--- src/rtl/chunked_adder_pkg.sv ---
// Shared definitions for the slice-serial adder: controller states and the
// helper that sizes the slice index register.
package chunked_adder_pkg;

    typedef enum logic [1:0] {
        IDLE = 2'd0,
        RUN  = 2'd1,
        DONE = 2'd2
    } state_t;

    // A single-slice configuration still needs a one-bit index register.
    function automatic int idx_width(input int nslice);
        return (nslice > 1) ? $clog2(nslice) : 1;
    endfunction

    localparam int DEFAULT_IDX_WIDTH = idx_width(16 / 4);

endpackage

--- src/rtl/chunked_adder_rca_slice.sv ---
// SLICE-bit ripple chain of full-adder cells. It also exposes the carry into
// the top bit, which the parent uses for signed overflow detection.
module rca_slice #(
    parameter int SLICE = 4
) (
    input  logic [SLICE-1:0] a,
    input  logic [SLICE-1:0] b,
    input  logic             cin,
    output logic [SLICE-1:0] s,
    output logic             cout,
    output logic             ctop
);

    always_comb begin
        logic [SLICE:0] c;
        c    = '0;
        s    = '0;
        c[0] = cin;
        for (int i = 0; i < SLICE; i++) begin
            s[i]   = a[i] ^ b[i] ^ c[i];
            c[i+1] = (a[i] & b[i]) | (a[i] & c[i]) | (b[i] & c[i]);
        end
        cout = c[SLICE];
        ctop = c[SLICE-1];
    end

endmodule

--- src/rtl/chunked_adder.sv ---
// Slice-serial adder/subtractor: one SLICE-bit ripple slice is reused over
// NSLICE clocks, with a valid/ready handshake on both operands and result.
module chunked_adder
    import chunked_adder_pkg::*;
#(
    parameter int WIDTH = 16,
    parameter int SLICE = 4
) (
    input  logic             clk,
    input  logic             rst_n,
    input  logic             in_valid,
    output logic             in_ready,
    input  logic [WIDTH-1:0] a,
    input  logic [WIDTH-1:0] b,
    input  logic             cin,
    input  logic             sub,
    output logic             out_valid,
    input  logic             out_ready,
    output logic [WIDTH-1:0] sum,
    output logic             cout,
    output logic             ovf
);

    localparam int            NSLICE = WIDTH / SLICE;
    localparam int            KW     = idx_width(NSLICE);
    localparam logic [KW-1:0] K_LAST = KW'(NSLICE - 1);

    state_t            state;
    state_t            state_nxt;
    logic [KW-1:0]     k;
    logic [WIDTH-1:0]  a_r;
    logic [WIDTH-1:0]  b_r;
    logic              carry;
    logic [SLICE-1:0]  slice_a;
    logic [SLICE-1:0]  slice_b;
    logic [SLICE-1:0]  slice_sum;
    logic              slice_cout;
    logic              slice_ctop;

    assign in_ready  = (state == IDLE);
    assign out_valid = (state == DONE);

    assign slice_a = a_r[int'(k) * SLICE +: SLICE];
    assign slice_b = b_r[int'(k) * SLICE +: SLICE];

    rca_slice #(
        .SLICE (SLICE)
    ) u_slice (
        .a    (slice_a),
        .b    (slice_b),
        .cin  (carry),
        .s    (slice_sum),
        .cout (slice_cout),
        .ctop (slice_ctop)
    );

    always_comb begin
        state_nxt = state;
        case (state)
            IDLE:    if (in_valid)   state_nxt = RUN;
            RUN:     if (k == K_LAST) state_nxt = DONE;
            DONE:    if (out_ready)  state_nxt = IDLE;
            default: state_nxt = IDLE;
        endcase
    end

    // Subtraction is A + ~B + ~cin, so the stored carry doubles as "no borrow".
    always_ff @(posedge clk) begin
        if (!rst_n) begin
            state <= IDLE;
            k     <= '0;
            a_r   <= '0;
            b_r   <= '0;
            carry <= 1'b0;
            sum   <= '0;
            cout  <= 1'b0;
            ovf   <= 1'b0;
        end else begin
            state <= state_nxt;
            case (state)
                IDLE: begin
                    if (in_valid) begin
                        a_r   <= a;
                        b_r   <= sub ? ~b : b;
                        carry <= sub ? ~cin : cin;
                        k     <= '0;
                    end
                end
                RUN: begin
                    sum[int'(k) * SLICE +: SLICE] <= slice_sum;
                    carry <= slice_cout;
                    k     <= k + 1'b1;
                    if (k == K_LAST) begin
                        cout <= slice_cout;
                        ovf  <= slice_ctop ^ slice_cout;
                    end
                end
                default: ;
            endcase
        end
    end

endmodule

--- config.mk ---
export PLATFORM = sky130hd
export DESIGN_NAME = chunked_adder
export DESIGN_NICKNAME = d
export VERILOG_FILES = /design/src/rtl/chunked_adder_pkg.sv /design/src/rtl/chunked_adder_rca_slice.sv /design/src/rtl/chunked_adder.sv
export SDC_FILE = /design/constraint.sdc
export NUM_CORES = 1
export LEC_CHECK = 0
export BUFFER_PORTS_ARGS = -buffer_cell sky130_fd_sc_hd__buf_2
export CORE_MARGIN = 1.5
export CORE_UTILIZATION = 46
export CTS_BUF_LIST = sky130_fd_sc_hd__clkbuf_4 sky130_fd_sc_hd__clkbuf_8
export DETAILED_ROUTE_END_ITERATION = 8
export PLACE_DENSITY = 0.78
export SLEW_MARGIN = 30
export SYNTH_ARGS = -nofsm -noshare
export SYNTH_HDL_FRONTEND = slang
export SYNTH_HIERARCHICAL = 1
export SYNTH_SLANG_ARGS = --single-unit
export TNS_END_PERCENT = 1
--- constraint.sdc ---
create_clock -name clk -period 5.3 [get_ports clk]
set_input_delay 0.53 -clock clk [delete_from_list [all_inputs] [get_ports clk]]
set_output_delay 0.53 -clock clk [all_outputs]
set_load 0.02 [all_outputs]
# Yosys cells after proc, flatten, opt, wreduce, memory -nomap -nowiden

Cells that the tools add are included.

Flip-flop bits (word level): 55
Input bits: 38
Output and inout bits: 20
Word-level logic and storage cells: 68

Add/subtract/negate cells: 2
Equality and inequality tests: 6
Shift operators: 4
Muxes and demuxes: 11
Bitwise operators: 31
Reductions and logical operators: 6

Operator list:

| kind                                                  | number |
|---|---|
| negation 4 -> 33 bit                                  | 1 |
| variable shift 4 x 33 -> 16 bit, first input constant | 1 |
| variable part select 4 x 33 -> 16 bit                 | 1 |
| variable part select 16 x 5 -> 4 bit                  | 2 |
| bitwise mux 16 bit                                    | 1 |
| two-way mux 16 bit                                    | 1 |
| NOT 16 bit                                            | 1 |
| AND 1 bit                                             | 12 |
| bitwise XOR 1 bit                                     | 9 |
| two-way mux 2 bit                                     | 4 |
| bitwise OR 1 bit                                      | 8 |
| case mux 2 bit (3 select lines)                       | 1 |
| AND reduction 2 bit                                   | 3 |
| equality test 2 bit, second input constant            | 2 |
| inequality test 2 bit, second input constant          | 2 |
| case mux 2 bit (2 select lines)                       | 1 |
| AND reduction 3 bit                                   | 1 |
| adder 2 x 1 -> 2 bit, second input constant           | 1 |
| equality test 2 x 1 -> 1 bit, second input constant   | 1 |
| zero test 2 bit                                       | 1 |
| two-way mux 1 bit                                     | 2 |
| inequality test 2 x 1 -> 1 bit, second input constant | 1 |
| case mux 1 bit (2 select lines)                       | 1 |
| nonzero test 2 bit                                    | 1 |
| NOT 1 bit                                             | 1 |

# Longest topological paths before layout

Gate-level depths: netlist of run 1.

Depth in word-level cells: 14
Gate-level depth with buffers: 13
Mapped depth without buffers: 12

# Modules after synthesis

The synthesis of run 1 kept the hierarchy.

By module, submodules not included:

| module        | instances | cells an instance | area each (um2) | seq. area each (um2) |
|---|---|---|---|---|
| chunked_adder | 1         | 256               | 2489.9          | 1101.1 |
| rca_slice     | 1         | 14                | 117.6           | 0.0 |

# Worst setup path after synthesis of run 1

No wires, ideal clock.

Kind: register to register
Start: reg k[0]
End: reg sum[15]
Library setup time: 0.075 ns
Arrival time: 2.973 ns
Required time: 5.225 ns
Slack: 2.252 ns
Cell stages (with the launch flop): 13
Path buffers: 1
Clock period less this slack: 3.048 ns
Cell sequence: dfxtp_1 buf_2 mux4_2 inv_1 fa_1 inv_1 fa_1 fa_1 inv_1 fa_1 inv_1 nand2_1 o22ai_1

Cells in the longest elaborated chain, start to end: 13
Elaborated cells between the ends (all ways): 29
Those cells by class: 1 x add/sub; 4 x shift; 1 x mux; 23 x bitwise

Ends and longest elaborated chain:

| what                                    | RTL line                      | source |
|---|---|---|
| start, declared                         | chunked_adder.sv:30           | `logic [KW-1:0] k;` |
| start signal, assigned                  | chunked_adder.sv:92           | `k <= k + 1'b1;` |
| variable part select 16 x 5 -> 4 bit *  | chunked_adder.sv:44           | `assign slice_b = b_r[int'(k) * SLICE +: SLICE];` |
| via slice_b[0]                          | chunked_adder.sv:35           | `logic [SLICE-1:0] slice_b;` |
| AND 1 bit                               | chunked_adder_rca_slice.sv:21 | `c[i+1] = (a[i] & b[i]) \| (a[i] & c[i]) \| (b[i] & c[i]);` |
| bitwise OR 1 bit                        | chunked_adder_rca_slice.sv:21 |  |
| bitwise OR 1 bit *                      | chunked_adder_rca_slice.sv:21 |  |
| AND 1 bit                               | chunked_adder_rca_slice.sv:21 |  |
| bitwise OR 1 bit                        | chunked_adder_rca_slice.sv:21 |  |
| bitwise OR 1 bit *                      | chunked_adder_rca_slice.sv:21 |  |
| AND 1 bit                               | chunked_adder_rca_slice.sv:21 |  |
| bitwise OR 1 bit                        | chunked_adder_rca_slice.sv:21 |  |
| bitwise OR 1 bit *                      | chunked_adder_rca_slice.sv:21 |  |
| via slice_ctop                          | chunked_adder.sv:38           | `logic slice_ctop;` |
| bitwise XOR 1 bit *                     | chunked_adder_rca_slice.sv:20 | `s[i] = a[i] ^ b[i] ^ c[i];` |
| via slice_sum[3]                        | chunked_adder.sv:36           | `logic [SLICE-1:0] slice_sum;` |
| variable part select 4 x 33 -> 16 bit * | chunked_adder.sv:90           | `sum[int'(k) * SLICE +: SLICE] <= slice_sum;` |
| bitwise mux 16 bit *                    | chunked_adder.sv:90           |  |
| end signal, assigned by index           | chunked_adder.sv:90           |  |
| end, declared                           | chunked_adder.sv:19           | `output logic [WIDTH-1:0] sum,` |

Mark *: on every way through the listed nets, which the timed path passes. The rest lies on a longest branch.
A chain may end at the register's enable or synchronous reset.

# Worst setup path in the final report of run 1

Start: reg k[0]
End: reg sum[15]

Cells in the longest elaborated chain, start to end: 13
Elaborated cells between the ends (all ways): 29
Those cells by class: 1 x add/sub; 4 x shift; 1 x mux; 23 x bitwise

Ends and longest elaborated chain:

| what                                    | RTL line                      | source |
|---|---|---|
| variable part select 16 x 5 -> 4 bit *  | chunked_adder.sv:43           | `assign slice_a = a_r[int'(k) * SLICE +: SLICE];` |
| via slice_a[0]                          | chunked_adder.sv:34           | `logic [SLICE-1:0] slice_a;` |
| AND 1 bit                               | chunked_adder_rca_slice.sv:21 |  |
| bitwise OR 1 bit * (2 in series)        | chunked_adder_rca_slice.sv:21 |  |
| AND 1 bit                               | chunked_adder_rca_slice.sv:21 |  |
| bitwise OR 1 bit                        | chunked_adder_rca_slice.sv:21 |  |
| bitwise OR 1 bit *                      | chunked_adder_rca_slice.sv:21 |  |
| AND 1 bit                               | chunked_adder_rca_slice.sv:21 |  |
| bitwise OR 1 bit                        | chunked_adder_rca_slice.sv:21 |  |
| bitwise OR 1 bit *                      | chunked_adder_rca_slice.sv:21 |  |
| via slice_ctop                          | chunked_adder.sv:38           |  |
| bitwise XOR 1 bit *                     | chunked_adder_rca_slice.sv:20 |  |
| via slice_sum[3]                        | chunked_adder.sv:36           |  |
| variable part select 4 x 33 -> 16 bit * | chunked_adder.sv:90           |  |
| bitwise mux 16 bit *                    | chunked_adder.sv:90           |  |

Marked as above.

==> impl_metrics.ini, run 1 <==
[route]
post_drt_via_cell_ratio = 5.17
drc = 0
ant_nets = 0
drtPass1Iterations = 4
drt_iter0_drc = 70
detail_route.wl_per_cell_um = 13.2
wl_um = 5120
vias = 2012

[critical_path]
required_ps = 5520
critPathKind = reg -> reg
worst-r2r-cell-count = 11
critPathLaunchType = register
rr_startpoint = k[0]$_SDFFE_PN0P_
cp-endpoint = sum[15]$_SDFFE_PN0P_
r2r_slack_ps = 1890
critPathCaptureType = register
worstSetupStartpoint = k[0]$_SDFFE_PN0P_
crit_fanout = 14
arrival_ps = 3640
r2r-end = sum[15]$_SDFFE_PN0P_

[hold_path]
min_from = a[9]
hp-class = in -> reg

[sta]
fin_tns_setup_ps = 0
slew_viol_final = 0
hold_viol = 0
min_period_over_period_pct = 64.4
finalSetupViolations = 0
period_minus_slack_ps = 3410
fmax_mhz = 293
finClkSkew_ps = 7.22
worst_slew_pin_slew_ps = 672
max_slew_margin_pct = 55.1
rsz0062_at_grt = no
hold_slack_ps = 448

[final_layout]
post-route-util_pct = 55.4
area.sequential_um2 = 1100
final_nets = 363
nFillCells = 511
drive_gt1_share_pct = 24.0
multi_input_area_um2 = 1360
final_cell_mix = nand2_1 (69), buf_2 (57), dfxtp_1 (55)
layout_commonest_cell = nand2_1
syn_to_final_growth_pct = 16.3
diodes = 0

[placed_design]
port_buffers = 57
place.gp.congestion = 0.807
dp_hpwl_um = 3750

[global_routing]
grt_max_degree = 60
grt_pass1_vias = 1947
grt_overflow = 0
grt_pass1_wl_um = 8490
antenna_found_initial = 0
grt_usage_pct = 17.6

[floorplanning]
rows = 27
num_io_pins = 58
fp.dieArea_um2 = 6130
die_w_um = 78.3
initial_core_util_pct = 47.6
die_h_um = 78.3
core_um2 = 5470

[clock_network]
clock_path_buffers = 2
cts_buffers = 5
insertion_delay_ps = 310
clkSlewWorstSetupHoldPaths_ps = 90
cts.sinks = 55
postCtsResizedCells = 0
root_buffer = clkbuf_8
h-tree-depth = 2
hold_buffers = 0
cts_tree = yes
cts_setup_buffers = 0

[synthesis]
syn_nets = 317
synth.yosys.warnings = 6
yosys.area.top_type = dfxtp_1
seq_area_frac_synth_pct = 42.2
syn_area_um2 = 2610
yosys-top-cells-area = dfxtp_1 (42%), nand2_1 (9.9%), mux4_2 (6.9%), o211a_1 (6.5%), xnor2_1 (6.0%)
synth_seq_cells = 55
syn_inst = 270
synth_cell_type_count = 31
synth.avg_cell_area_um2 = 9.66
synth_top_area_share_pct = 42.2

[status]
status = completed

[pwr]
total_power_mw = 0.856
leakage_nw = 1.40
ir_worst_vdd_mv = 0.192
powerDensity_nw_per_um2 = 282

[run]
drv_cap = 0
## power breakdown
part | internal (mW) | switching (mW)
Combinational | 0.0597 | 0.0624
Clock | 0.153 | 0.131
Sequential | 0.434 | 0.0164
## stage by stage
stage | cells | worst slack [ps] | area (um^2)
5_1_grt | 389 | 1690 | 3030
3_3_place_gp | 380 | 1990 | 2890
6_report | 389 | 1890 | 3030
2_1_floorplan | 270 | 2250 | 2610
4_1_cts | 388 | 1840 | 3010
3_5_place_dp | 380 | 1910 | 2890
## worst max-delay path, cell delays in order, from the launching register on
cell and delay [ps]:
dfxtp_1 770, mux4_2 580, inv_1 100, fa_1 180, inv_1 50, fa_1 380
fa_1 430, inv_1 90, fa_1 400, inv_1 60, nand2_1 90, o22ai_1 190
## kinds of logic after synthesis
logic type                 share of synthesized area [%]
adders and majority gates                           5.47
muxes                                               8.06
AOI/OAI and AO/OA                                   16.4
and+or+nand+nor                                     15.7
xor gates and xnor gates                            6.05
DFF                                                 42.2
buffers and inverters                               6.05
## area by class of cell
type                       count  share of cell area, %
inverter                      13                   1.61
sequential                    55                   36.3
timing repair buffer          59                   10.6
tap                           72                   2.97
multi-input combinational    182                   44.7
clock inverter                 2                   1.16
clock buffer                   6                   2.72
## synth_stat cells, drive strengths merged
| library cell | count |
|---|---|
| clkbuf | 5 |
| nand2 | 69 |
| o211a | 17 |
| fa | 4 |
| nor2b | 6 |
| dfxtp | 55 |
| and2 | 1 |
| a21boi | 17 |
| or4b | 1 |
| o21bai | 1 |
| mux4 | 8 |
| a22oi | 2 |
| ha | 5 |
| inv | 13 |
| o21a | 1 |
| buf | 15 |
| xnor2 | 18 |
| nor3b | 2 |
| nor2 | 2 |
| or3b | 1 |
| mux2i | 3 |
| nand4 | 3 |
| nand4b | 1 |
| and2b | 1 |
| and3b | 3 |
| o22ai | 16 |
## state kept, by name, summed over array words and instances (netlist names)
| name | cells |
|---|---|
| state | 2 |
| carry | 1 |
| a_r | 16 |
| b_r | 16 |
| k | 2 |
| sum | 16 |
| cout | 1 |
| ovf | 1 |
## worst min-delay path by stage
stage | end | slack (ps) | cells after the start
6_report | a_r[9]$_SDFFE_PN0P_ | 450 | 3
5_1_grt | a_r[9]$_SDFFE_PN0P_ | 440 | 3
4_1_cts | a_r[9]$_SDFFE_PN0P_ | 440 | 3
3_5_place_dp | a_r[2]$_SDFFE_PN0P_ | 450 | 2
3_3_place_gp | a_r[2]$_SDFFE_PN0P_ | 440 | 2
2_1_floorplan | a_r[10]$_SDFFE_PN0P_ | 430 | 2
## metal layers
| metal | GRT usage (%) | share of wire (%) |
|---|---|---|
| met3 | 3.95 | 4.4 |
| met4 | 6.79 | 1.3 |
| met2 | 31.6 | 50 |
| met1 | 20.3 | 44 |
| met5 | 0 | 0 |
Note: power is estimated with default switching activity, not from simulation.
==> inputs of run 2 (changes only) <==
ABC_AREA = 1   (was not set)
PLACE_DENSITY = 0.8   (was 0.78)
clock period = 3 ns   (was 5.3 ns; I/O delays follow)
==> impl_metrics.ini, run 2 <==
[route]
post_drt_via_cell_ratio = 4.97
ant_nets = 0
detail_route.wl_per_cell_um = 12.0
drt_iter0_drc = 160
drc = 0
wl_um = 6010
drtPass1Iterations = 4
vias = 2489

[synthesis]
synth_seq_cells = 55
synth.yosys.warnings = 6
synth.most_common_cell = nor2_1
seq_area_frac_synth_pct = 38.8
synth.avg_cell_area_um2 = 7.64
synth_cell_type_count = 30
syn_area_um2 = 2840
synth-async-reset-ratio_pct = 0
yosys-top-cells-area = dfxtp_1 (39%), nor2_1 (8.6%), nand2_1 (7.9%), o21ai_0 (6.9%), xor2_1 (5.3%)
synth_edf_count = 0
syn_inst = 371
ys.flop_type = dfxtp_1
synth_top_area_share_pct = 38.8
synth_common_cells = nor2_1 (65), nand2_1 (60), dfxtp_1 (55)
yosys.area.top_type = dfxtp_1
syn_nets = 418

[sta]
min_period_over_period_pct = 94.1
period_minus_slack_ps = 2820
fmax_mhz = 354
worst_slew_pin_slew_ps = 608
finalSetupViolations = 0
rsz0062_at_grt = no
slew_viol_final = 0
hold_slack_ps = 206
hold_viol = 0
finClkSkew_ps = 5.68
max_slew_margin_pct = 59.4

[placed_design]
placed_cells = 492
port_buffers = 57
dp_hpwl_um = 4490
place.gp.congestion = 0.944

[critical_path]
critPathKind = reg -> reg
arrival_ps = 3070
required_ps = 3250
worst-r2r-cell-count = 15
critPathCaptureType = register
r2r_slack_ps = 180
r2r-end = sum[7]$_SDFFE_PN0P_
rr_startpoint = k[0]$_SDFFE_PN0P_
crit_fanout = 7
critPathLaunchType = register

[clock_network]
hold_buffers = 0
root_buffer = clkbuf_8
clkSlewWorstSetupHoldPaths_ps = 100
cts_buffers = 5
insertion_delay_ps = 310
cts_tree = yes
clock_path_buffers = 2
cts.sinks = 55
h-tree-depth = 2

[global_routing]
grt_overflow = 0
grt_pass1_wl_um = 10100
grt_usage_pct = 19.4
grt_pass1_vias = 2383
grt_max_degree = 34
antenna_found_initial = 0

[final_layout]
final_cell_mix = nor2_1 (63), nand2_1 (60), buf_2 (57)
diodes = 0
syn_to_final_growth_pct = 14.1
drive_gt1_share_pct = 28.6
largestRegisters = a_r: 16 flops, b_r: 16 flops, sum: 16 flops
layout_commonest_cell = nor2_1
final_nets = 472
final_cells = 501

[floorplanning]
die_w_um = 81.5
num_io_pins = 58
rows = 28
core_um2 = 5920
initial_core_util_pct = 47.9
fp.dieArea_um2 = 6640
die_h_um = 81.5

[hold_path]
min_from = a[12]
holdPathEnd = a_r[12]$_SDFFE_PN0P_
worst_hold_path.num_cells = 3
hp-class = in -> reg

[pwr]
netSwitchingFraction_pct = 31.3
switching_power_mw = 0.495
p_clk_share_pct = 26.1
leakage_nw = 1.46
ir_worst_vdd_mv = 0.186
p_comb_share_pct = 22.9
power_frac_seq_pct = 51.0
powerDensity_nw_per_um2 = 489
p_int_mw = 1.09

[status]
status = completed

[run]
drv_cap = 0
## run 2: stage by stage
step / instance area, um^2 / setup TNS, ps / total power, mW / util (%) / worst slack (ps)
2_1_floorplan: 2840 / 0 / 1.09 / - / 92.3
3_3_place_gp: 3110 / 0 / 1.16 / 52.6 / 133
3_5_place_dp: 3110 / -15.6 / 1.17 / 52.6 / -15.6
4_1_cts: 3200 / 0 / 1.57 / 54.1 / 34.0
5_1_grt: 3240 / 0 / 1.67 / 54.6 / 24.4
6_report: 3240 / 0 / 1.58 / 54.6 / 178
## run 2: cell families after synthesis
| family | count (synthesis) | synth area share, % |
|---|---|---|
| buffers and inverters | 52 | 10.0 |
| XOR/XNOR | 17 | 5.25 |
| flip-flops | 55 | 38.8 |
| AO/OA/AOI/OAI | 80 | 16.5 |
| AND/OR/NAND/NOR | 158 | 24.4 |
| adder cells (fa/ha/maj) | 9 | 5.03 |
## run 2: what timing repair did
item / in CTS / in global routing
buffers inserted: 0 / 1
resized for setup: 1 / 12
hold endpoints to repair: 0 / 0
cloned: 0 / 0
pin swaps: 0 / 2
setup endpoints to repair: 2 / 5
## run 2: final cells by class
| class | count | area [um^2] |
|---|---|---|
| Timing Repair Buffer | 65 | 345 |
| Tap cell | 75 | 93.8 |
| Sequential cell | 55 | 1110 |
| Clock buffer | 6 | 76.3 |
| Fill cell | 586 | 2690 |
| Inverter | 34 | 133 |
| Clock inverter | 2 | 12.5 |
| Multi-Input combinational cell | 264 | 1470 |
## run 2: power groups by stage
stage | sequential (mW) | clock [mW] | combinational (mW)
CTS | 0.805 | 0.418 | 0.349
global route | 0.811 | 0.446 | 0.409
detailed placement | 0.821 | 0 | 0.347
floorplan | 0.819 | 0 | 0.270
global placement | 0.821 | 0 | 0.336
finish | 0.806 | 0.412 | 0.363
## run 2: critical path: stages (launching register included)
cell,delay [ps]
dfxtp_4,380
buf_4,160
nor2_2,110
o22ai_1,90
inv_1,80
fa_1,170
inv_1,50
fa_2,340
fa_2,370
inv_1,80
fa_1,420
inv_2,80
inv_1,60
nor3_2,180
nand2_1,70
a21oi_1,120
## run 2: layer usage
metal | GRT usage (%) | up-vias | wire length (um)
met5 | 0 | - | 0
met4 | 7.93 | 0 | 127
met3 | 4.11 | 14 | 343
met2 | 33.6 | 80 | 2850
met1 | 23.3 | 1112 | 2690
li1 | - | 1283 | -
## run 2: worst max-delay path by stage
stage	endpoint	start	cells past startpoint
floorplan	sum[15]$_SDFFE_PN0P_	k[1]$_SDFFE_PN0P_	16
global placement	sum[15]$_SDFFE_PN0P_	k[0]$_SDFFE_PN0P_	15
detailed placement	sum[7]$_SDFFE_PN0P_	k[0]$_SDFFE_PN0P_	15
CTS	sum[7]$_SDFFE_PN0P_	k[1]$_SDFFE_PN0P_	15
global route	sum[15]$_SDFFE_PN0P_	k[0]$_SDFFE_PN0P_	15
finish	sum[7]$_SDFFE_PN0P_	k[0]$_SDFFE_PN0P_	15
